File: src/rtl/riscv_pkg.sv
// Shared RV32 encoder constants: decoder mode codes, opcodes, EBREAK word, encoder FSM state.
// HALT exists only when INSTR_ENC_EBREAK_EN is defined.
package riscv_pkg;

  localparam logic [3:0] MODE_RESET  = 4'd0;
  localparam logic [3:0] MODE_R      = 4'd1;
  localparam logic [3:0] MODE_I      = 4'd2;
  localparam logic [3:0] MODE_LOAD   = 4'd3;
  localparam logic [3:0] MODE_STORE  = 4'd4;
  localparam logic [3:0] MODE_BRANCH = 4'd5;
  localparam logic [3:0] MODE_JAL    = 4'd6;
  localparam logic [3:0] MODE_LUI    = 4'd7;
  localparam logic [3:0] MODE_AUIPC  = 4'd8;
  localparam logic [3:0] MODE_JALR   = 4'd10;
  localparam logic [3:0] MODE_EBREAK = 4'd11;

  localparam logic [6:0] OP_R      = 7'b0110011;
  localparam logic [6:0] OP_IMM    = 7'b0010011;
  localparam logic [6:0] OP_LOAD   = 7'b0000011;
  localparam logic [6:0] OP_JALR   = 7'b1100111;
  localparam logic [6:0] OP_STORE  = 7'b0100011;
  localparam logic [6:0] OP_BRANCH = 7'b1100011;
  localparam logic [6:0] OP_JAL    = 7'b1101111;
  localparam logic [6:0] OP_LUI    = 7'b0110111;
  localparam logic [6:0] OP_AUIPC  = 7'b0010111;

  localparam logic [31:0] EBREAK_WORD = 32'h0010_0073;

`ifdef INSTR_ENC_EBREAK_EN
  typedef enum logic [1:0] {IDLE, RUN, HALT} enc_state_t;
`else
  typedef enum logic [1:0] {IDLE, RUN} enc_state_t;
`endif

endpackage

File: src/rtl/instr_fifo2.sv
// Generic 2-entry valid/ready FIFO; head visible the cycle after a push into an empty FIFO.
// Backpressure: in_rdy low only when full and the head is not being popped; flush empties it.
module instr_fifo2 #(
  parameter int WIDTH = 64
) (
  input  logic             clk,
  input  logic             rst_n,
  input  logic             flush,
  input  logic             in_vld,
  output logic             in_rdy,
  input  logic [WIDTH-1:0] in_dat,
  output logic             out_vld,
  input  logic             out_rdy,
  output logic [WIDTH-1:0] out_dat
);

  logic [WIDTH-1:0] mem0, mem1;
  logic             rd_ptr, wr_ptr;
  logic [1:0]       count;
  logic             push, pop;

  assign out_vld = (count != 2'd0);
  assign in_rdy  = (count != 2'd2) || out_rdy;
  assign push    = in_vld && in_rdy;
  assign pop     = out_vld && out_rdy;
  assign out_dat = rd_ptr ? mem1 : mem0;

  // When full, the write slot equals the head slot; the head is read out this cycle before it is overwritten.
  always_ff @(posedge clk) begin
    if (!rst_n) begin
      mem0   <= '0;
      mem1   <= '0;
      rd_ptr <= 1'b0;
      wr_ptr <= 1'b0;
      count  <= 2'd0;
    end else if (flush) begin
      rd_ptr <= 1'b0;
      wr_ptr <= 1'b0;
      count  <= 2'd0;
    end else begin
      if (push) begin
        if (wr_ptr) mem1 <= in_dat;
        else        mem0 <= in_dat;
        wr_ptr <= ~wr_ptr;
      end
      if (pop) rd_ptr <= ~rd_ptr;
      case ({push, pop})
        2'b10:   count <= count + 2'd1;
        2'b01:   count <= count - 2'd1;
        default: count <= count;
      endcase
    end
  end

endmodule

File: src/rtl/instr_encoder.sv
// instr_encoder: field bundle -> RV32 word + byte address through a 2-entry FIFO, 1-cycle latency; EBREAK/HALT under INSTR_ENC_EBREAK_EN.
// Backpressure: in_ready low in reset, on clear, in HALT, or when the FIFO is full and out_ready is low.
module instr_encoder #(
  parameter logic [31:0] BASE_ADDR = 32'h0000_0000,
  parameter logic [31:0] ADDR_STEP = 32'd4
) (
  input  logic        clk,
  input  logic        rst_n,
  input  logic        clear,
  input  logic        in_valid,
  output logic        in_ready,
  input  logic [3:0]  in_mode,
  input  logic [4:0]  in_rd,
  input  logic [4:0]  in_rs1,
  input  logic [4:0]  in_rs2,
  input  logic [2:0]  in_funct3,
  input  logic [6:0]  in_funct7,
  input  logic [31:0] in_imm,
  output logic        out_valid,
  input  logic        out_ready,
  output logic [31:0] out_instr,
  output logic [31:0] out_addr,
  output logic        err_illegal,
  output logic        halted
);
  import riscv_pkg::*;

  enc_state_t  state_q, state_d;
  logic [31:0] addr_q;
  logic [31:0] enc;
  logic        legal;
  logic        halt_st;
  logic        fifo_rdy;
  logic        accept, push;

  always_comb begin
    enc   = '0;
    legal = 1'b1;
    case (in_mode)
      MODE_RESET:  enc = '0;
      MODE_R:      enc = {in_funct7, in_rs2, in_rs1, in_funct3, in_rd, OP_R};
      MODE_I:      enc = {in_imm[11:0], in_rs1, in_funct3, in_rd, OP_IMM};
      MODE_LOAD:   enc = {in_imm[11:0], in_rs1, in_funct3, in_rd, OP_LOAD};
      MODE_JALR:   enc = {in_imm[11:0], in_rs1, in_funct3, in_rd, OP_JALR};
      MODE_STORE:  enc = {in_imm[11:5], in_rs2, in_rs1, in_funct3, in_imm[4:0], OP_STORE};
      MODE_BRANCH: enc = {in_imm[12], in_imm[10:5], in_rs2, in_rs1, in_funct3,
                          in_imm[4:1], in_imm[11], OP_BRANCH};
      MODE_JAL:    enc = {in_imm[20], in_imm[10:1], in_imm[11], in_imm[19:12], in_rd, OP_JAL};
      MODE_LUI:    enc = {in_imm[31:12], in_rd, OP_LUI};
      MODE_AUIPC:  enc = {in_imm[31:12], in_rd, OP_AUIPC};
`ifdef INSTR_ENC_EBREAK_EN
      MODE_EBREAK: enc = EBREAK_WORD;
`endif
      default:     legal = 1'b0;
    endcase
  end

`ifdef INSTR_ENC_EBREAK_EN
  assign halt_st = (state_q == HALT);
`else
  assign halt_st = 1'b0;
`endif

  assign in_ready = rst_n && !clear && !halt_st && fifo_rdy;
  assign accept   = in_valid && in_ready;
  // Illegal bundles are consumed but never reach the FIFO or the address counter.
  assign push     = accept && legal;
  assign halted   = halt_st;

  always_comb begin
    state_d = state_q;
    if (push) begin
      state_d = RUN;
`ifdef INSTR_ENC_EBREAK_EN
      if (in_mode == MODE_EBREAK) state_d = HALT;
`endif
    end
  end

  always_ff @(posedge clk) begin
    if (!rst_n || clear) begin
      state_q     <= IDLE;
      addr_q      <= BASE_ADDR;
      err_illegal <= 1'b0;
    end else begin
      state_q     <= state_d;
      err_illegal <= accept && !legal;
      if (push) addr_q <= addr_q + ADDR_STEP;
    end
  end

  instr_fifo2 #(.WIDTH(64)) u_fifo (
    .clk     (clk),
    .rst_n   (rst_n),
    .flush   (clear),
    .in_vld  (push),
    .in_rdy  (fifo_rdy),
    .in_dat  ({enc, addr_q}),
    .out_vld (out_valid),
    .out_rdy (out_ready),
    .out_dat ({out_instr, out_addr})
  );

endmodule

File: config.mk
export PLATFORM = sky130hd
export DESIGN_NAME = instr_encoder
export DESIGN_NICKNAME = d
export VERILOG_FILES = /design/src/rtl/riscv_pkg.sv /design/src/rtl/instr_fifo2.sv /design/src/rtl/instr_encoder.sv
export SDC_FILE = /design/constraint.sdc
export NUM_CORES = 1
export LEC_CHECK = 0
export ABC_CLOCK_PERIOD_IN_PS = 5600
export CORE_AREA = 2 2 150 152
export CTS_BUF_LIST = sky130_fd_sc_hd__clkbuf_16
export DETAILED_ROUTE_END_ITERATION = 10
export DIE_AREA = 0 0 152 154
export GPL_ROUTABILITY_DRIVEN = 1
export PLACE_DENSITY = 0.68
export SLEW_MARGIN = 15
export SYNTH_ARGS = -nofsm -noshare
export SYNTH_HDL_FRONTEND = slang
export SYNTH_SLANG_ARGS = --single-unit
File: constraint.sdc
create_clock -name clk -period 5.6 [get_ports clk]
set_input_delay 1.68 -clock clk [delete_from_list [all_inputs] [get_ports clk]]
set_output_delay 1.68 -clock clk [all_outputs]
set_load 0.01 [all_outputs]
==> flow_metrics.env <==
export IMPL_rrSetupSlack_ns=3.13
export IMPL_syn_avg_cell_area_sq_um=8.68
export IMPL_n_fill_cell=2115
export IMPL_arrival_ns=3.50
export IMPL_firstDrtPassIters=5
export IMPL_place_ws_ns=0.439
export IMPL_p_per_area_mw_per_mm2=250
export IMPL_path_depth=4
export IMPL_yosys_cell_types_count=60
export IMPL_hold_viol_final=0
export IMPL_drv_slew=0
export IMPL_cts_root_buf="clkbuf_16"
export IMPL_worst_skew_pair_late_latency_ns=0.43
export IMPL_synth_most_common_cell="nand2_1"
export IMPL_cp_start_kind="input port"
export IMPL_cts_sinks=157
export IMPL_critPathMaxStageDelay_ns=0.60
export IMPL_r2r_end="u_fifo.count[1]"
export IMPL_crit_buf_inv=2
export IMPL_clockBufferDepth=2
export IMPL_critPathTopFamily="buffers and inverters"
export IMPL_r2r_cells=6
export IMPL_overflow=0
export IMPL_yosysTopAreaCellShare=0.416
export IMPL_crit_end="in_ready"
export IMPL_tns_ns=0
export IMPL_outcome="complete, no violations"
export IMPL_endpoint_kind="primary output"
export IMPL_worst_pin_slew_ns=1.10
export IMPL_h_tree_depth=4
export IMPL_final_cells=1245
export IMPL_finalSetupViolations=0
export IMPL_dp_hpwl_um=13000
export IMPL_power_leakage_nw=3.24
export IMPL_synth_commonest_cells="nand2_1, dfxtp_1, mux2_2"
export IMPL_cap_violations=0
export IMPL_async_flop_share=0
export IMPL_slowest_stage="nor3b_2"
export IMPL_required_ns=3.92
export IMPL_synth_edf_count=0
export IMPL_die_area_sq_mm=0.0234
export IMPL_r2r_start="u_fifo.count[0]"
export IMPL_layout_min_cycle_time_ns=5.18
export IMPL_criticalPathCategory="input port to primary output"
export IMPL_fin_ws_ns=0.418
export IMPL_hold_path_class="flip-flop to flip-flop"
export IMPL_postCtsSetupBuffers=0
export IMPL_cts_resized=0
export IMPL_die_w_um=152
export IMPL_cp_max_fo=6
export IMPL_synthFlopType="dfxtp_1"
export IMPL_first_global_vias=6333
export IMPL_yosys_area_top_type="dfxtp_1"
export IMPL_io_buffers=130
export IMPL_relSlewSlack=0.268
export IMPL_path_cells="clkdlybuf4s50_1 > nor3b_2 > nor2_1 > clkdlybuf4s50_1"
export IMPL_crit_start="out_ready"
export IMPL_wl_per_cell_um=16.1
export IMPL_syn_to_final_growth_pct=26.4
export IMPL_place_congestion=0.776
export IMPL_ys_seq_elements=157
export IMPL_grt_start_max_net_pins=126
export IMPL_start_util=0.348
export IMPL_rows=54
export IMPL_finalCritPeriodShare=0.925
export IMPL_yosys_warnings=0
export IMPL_clk_pin_slew_ns=0.06
export IMPL_seq_area_frac_synth=0.416
export IMPL_die_h_um=154
export IMPL_fin_worst_skew_ns=0.00918
export IMPL_io_pin_count=134
export IMPL_path_common_cell="clkdlybuf4s50_1"
export IMPL_insertedDiodeCount=0
export IMPL_vias=6654
export IMPL_synth_cells=870
export IMPL_placed_cells=1213
export IMPL_p_total_mw=2.39
export IMPL_numCtsBuffers=17
export IMPL_antenna_found_initial=0
export IMPL_cts_hold_buf=0
export IMPL_routed_wl_um=20100
export IMPL_syn_area_sq_mm=0.00755
export IMPL_viasPerCell=5.34
export IMPL_ir_drop_uv=181
export IMPL_grt_pass1_wl_um=32300
export IMPL_drtIter0Drc=365
export IMPL_drc=0
export IMPL_synthTopCellsByArea="dfxtp_1, mux2_2, nand2_1"
export IMPL_rsz0062_at_grt="no"
export IMPL_grtUsageTotal=0.167
export IMPL_cts_tree="built"
export IMPL_drtAntennaViolNets=0
export IMPL_drive_above_1_share=0.136
export IMPL_achievable_frequency_ghz=0.193
export IMPL_layout_nets=1020
export IMPL_final_util=0.440
export IMPL_core_sq_mm=0.0217
==> area by class of cell <==
class                           instances  area (sq um)  area share
Multi-Input combinational cell        628          4090       0.428
Sequential cell                       157          3140       0.329
Timing Repair Buffer                  143          1420       0.149
Clock buffer                           17           425      0.0446
Tap cell                              280           350      0.0367
Clock inverter                         15           100      0.0105
Inverter                                5          18.8     0.00197
==> kinds of logic after synthesis <==
group                    share of synthesized area
AO/OA/AOI/OAI                                0.239
AND/OR/NAND/NOR                              0.171
flip-flops                                   0.416
buffers and inverters                       0.0467
multiplexers                                 0.114
XOR/XNOR                                   0.00928
adder cells (fa/ha/maj)                    0.00331
other                                     0.000497
==> state kept, by name (all words and copies together), names as in the netlist <==
name and flops:
u_fifo.count 2, err_illegal 1, u_fifo.wr_ptr 1, u_fifo.mem0 61, addr_q 30, u_fifo.mem1 61
u_fifo.rd_ptr 1
==> cells in the final DEF, fill, tap and decap left out, types with 6 or more instances in the layout <==
cell / n
nand3_1: 8
clkdlybuf4s50_1: 129
a22oi_1: 26
nand4_1: 13
nand2_1: 161
clkbuf_16: 17
inv_1: 7
buf_4: 11
a21oi_1: 65
dfxtp_1: 156
o21ai_0: 56
nand2b_1: 8
mux2_2: 72
nor2_1: 11
a31oi_1: 13
o211a_1: 6
a21boi_0: 64
or4_1: 16
o22a_1: 8
a222oi_1: 6
o31ai_1: 15
==> how the worst min path moves through the flow <==
stage	startpoint	to	slack, ns	depth (start not counted)
2_1_floorplan	u_fifo.mem1[10]	u_fifo.mem1[10]	0.44	2
3_3_place_gp	u_fifo.mem1[9]	u_fifo.mem1[9]	0.45	2
3_5_place_dp	u_fifo.mem1[11]	u_fifo.mem1[11]	0.46	2
4_1_cts	u_fifo.mem1[23]	u_fifo.mem1[23]	0.47	2
5_1_grt	u_fifo.mem1[11]	u_fifo.mem1[11]	0.48	2
6_report	u_fifo.mem1[11]	u_fifo.mem1[11]	0.46	2
==> worst register-to-register path, cell delays in order (launching register included) <==
cell and delay [ns]:
dfxtp_1 0.36, nor3b_2 0.60, nor3_4 0.15, inv_2 0.43, ha_1 0.37, or3_1 0.36, a21oi_1 0.14
==> report_power, final <==
group / switching, mW / internal, mW
Clock: 0.478 / 0.564
Combinational: 0.107 / 0.108
Sequential: 0.00565 / 1.13
==> stage by stage <==
stage          hold slack (ns)  area, sq um
3_3_place_gp             0.449         9010
6_report                 0.462         9540
2_1_floorplan            0.440         7560
3_5_place_dp             0.457         9010
4_1_cts                  0.466         9540
5_1_grt                  0.476         9540
==> layer usage <==
metal	share of wire	GRT usage
met3	0.063	0.0505
met5	0	0
met2	0.46	0.275
met1	0.46	0.212
met4	0.015	0.0525
(Power assumes the default switching activity.)
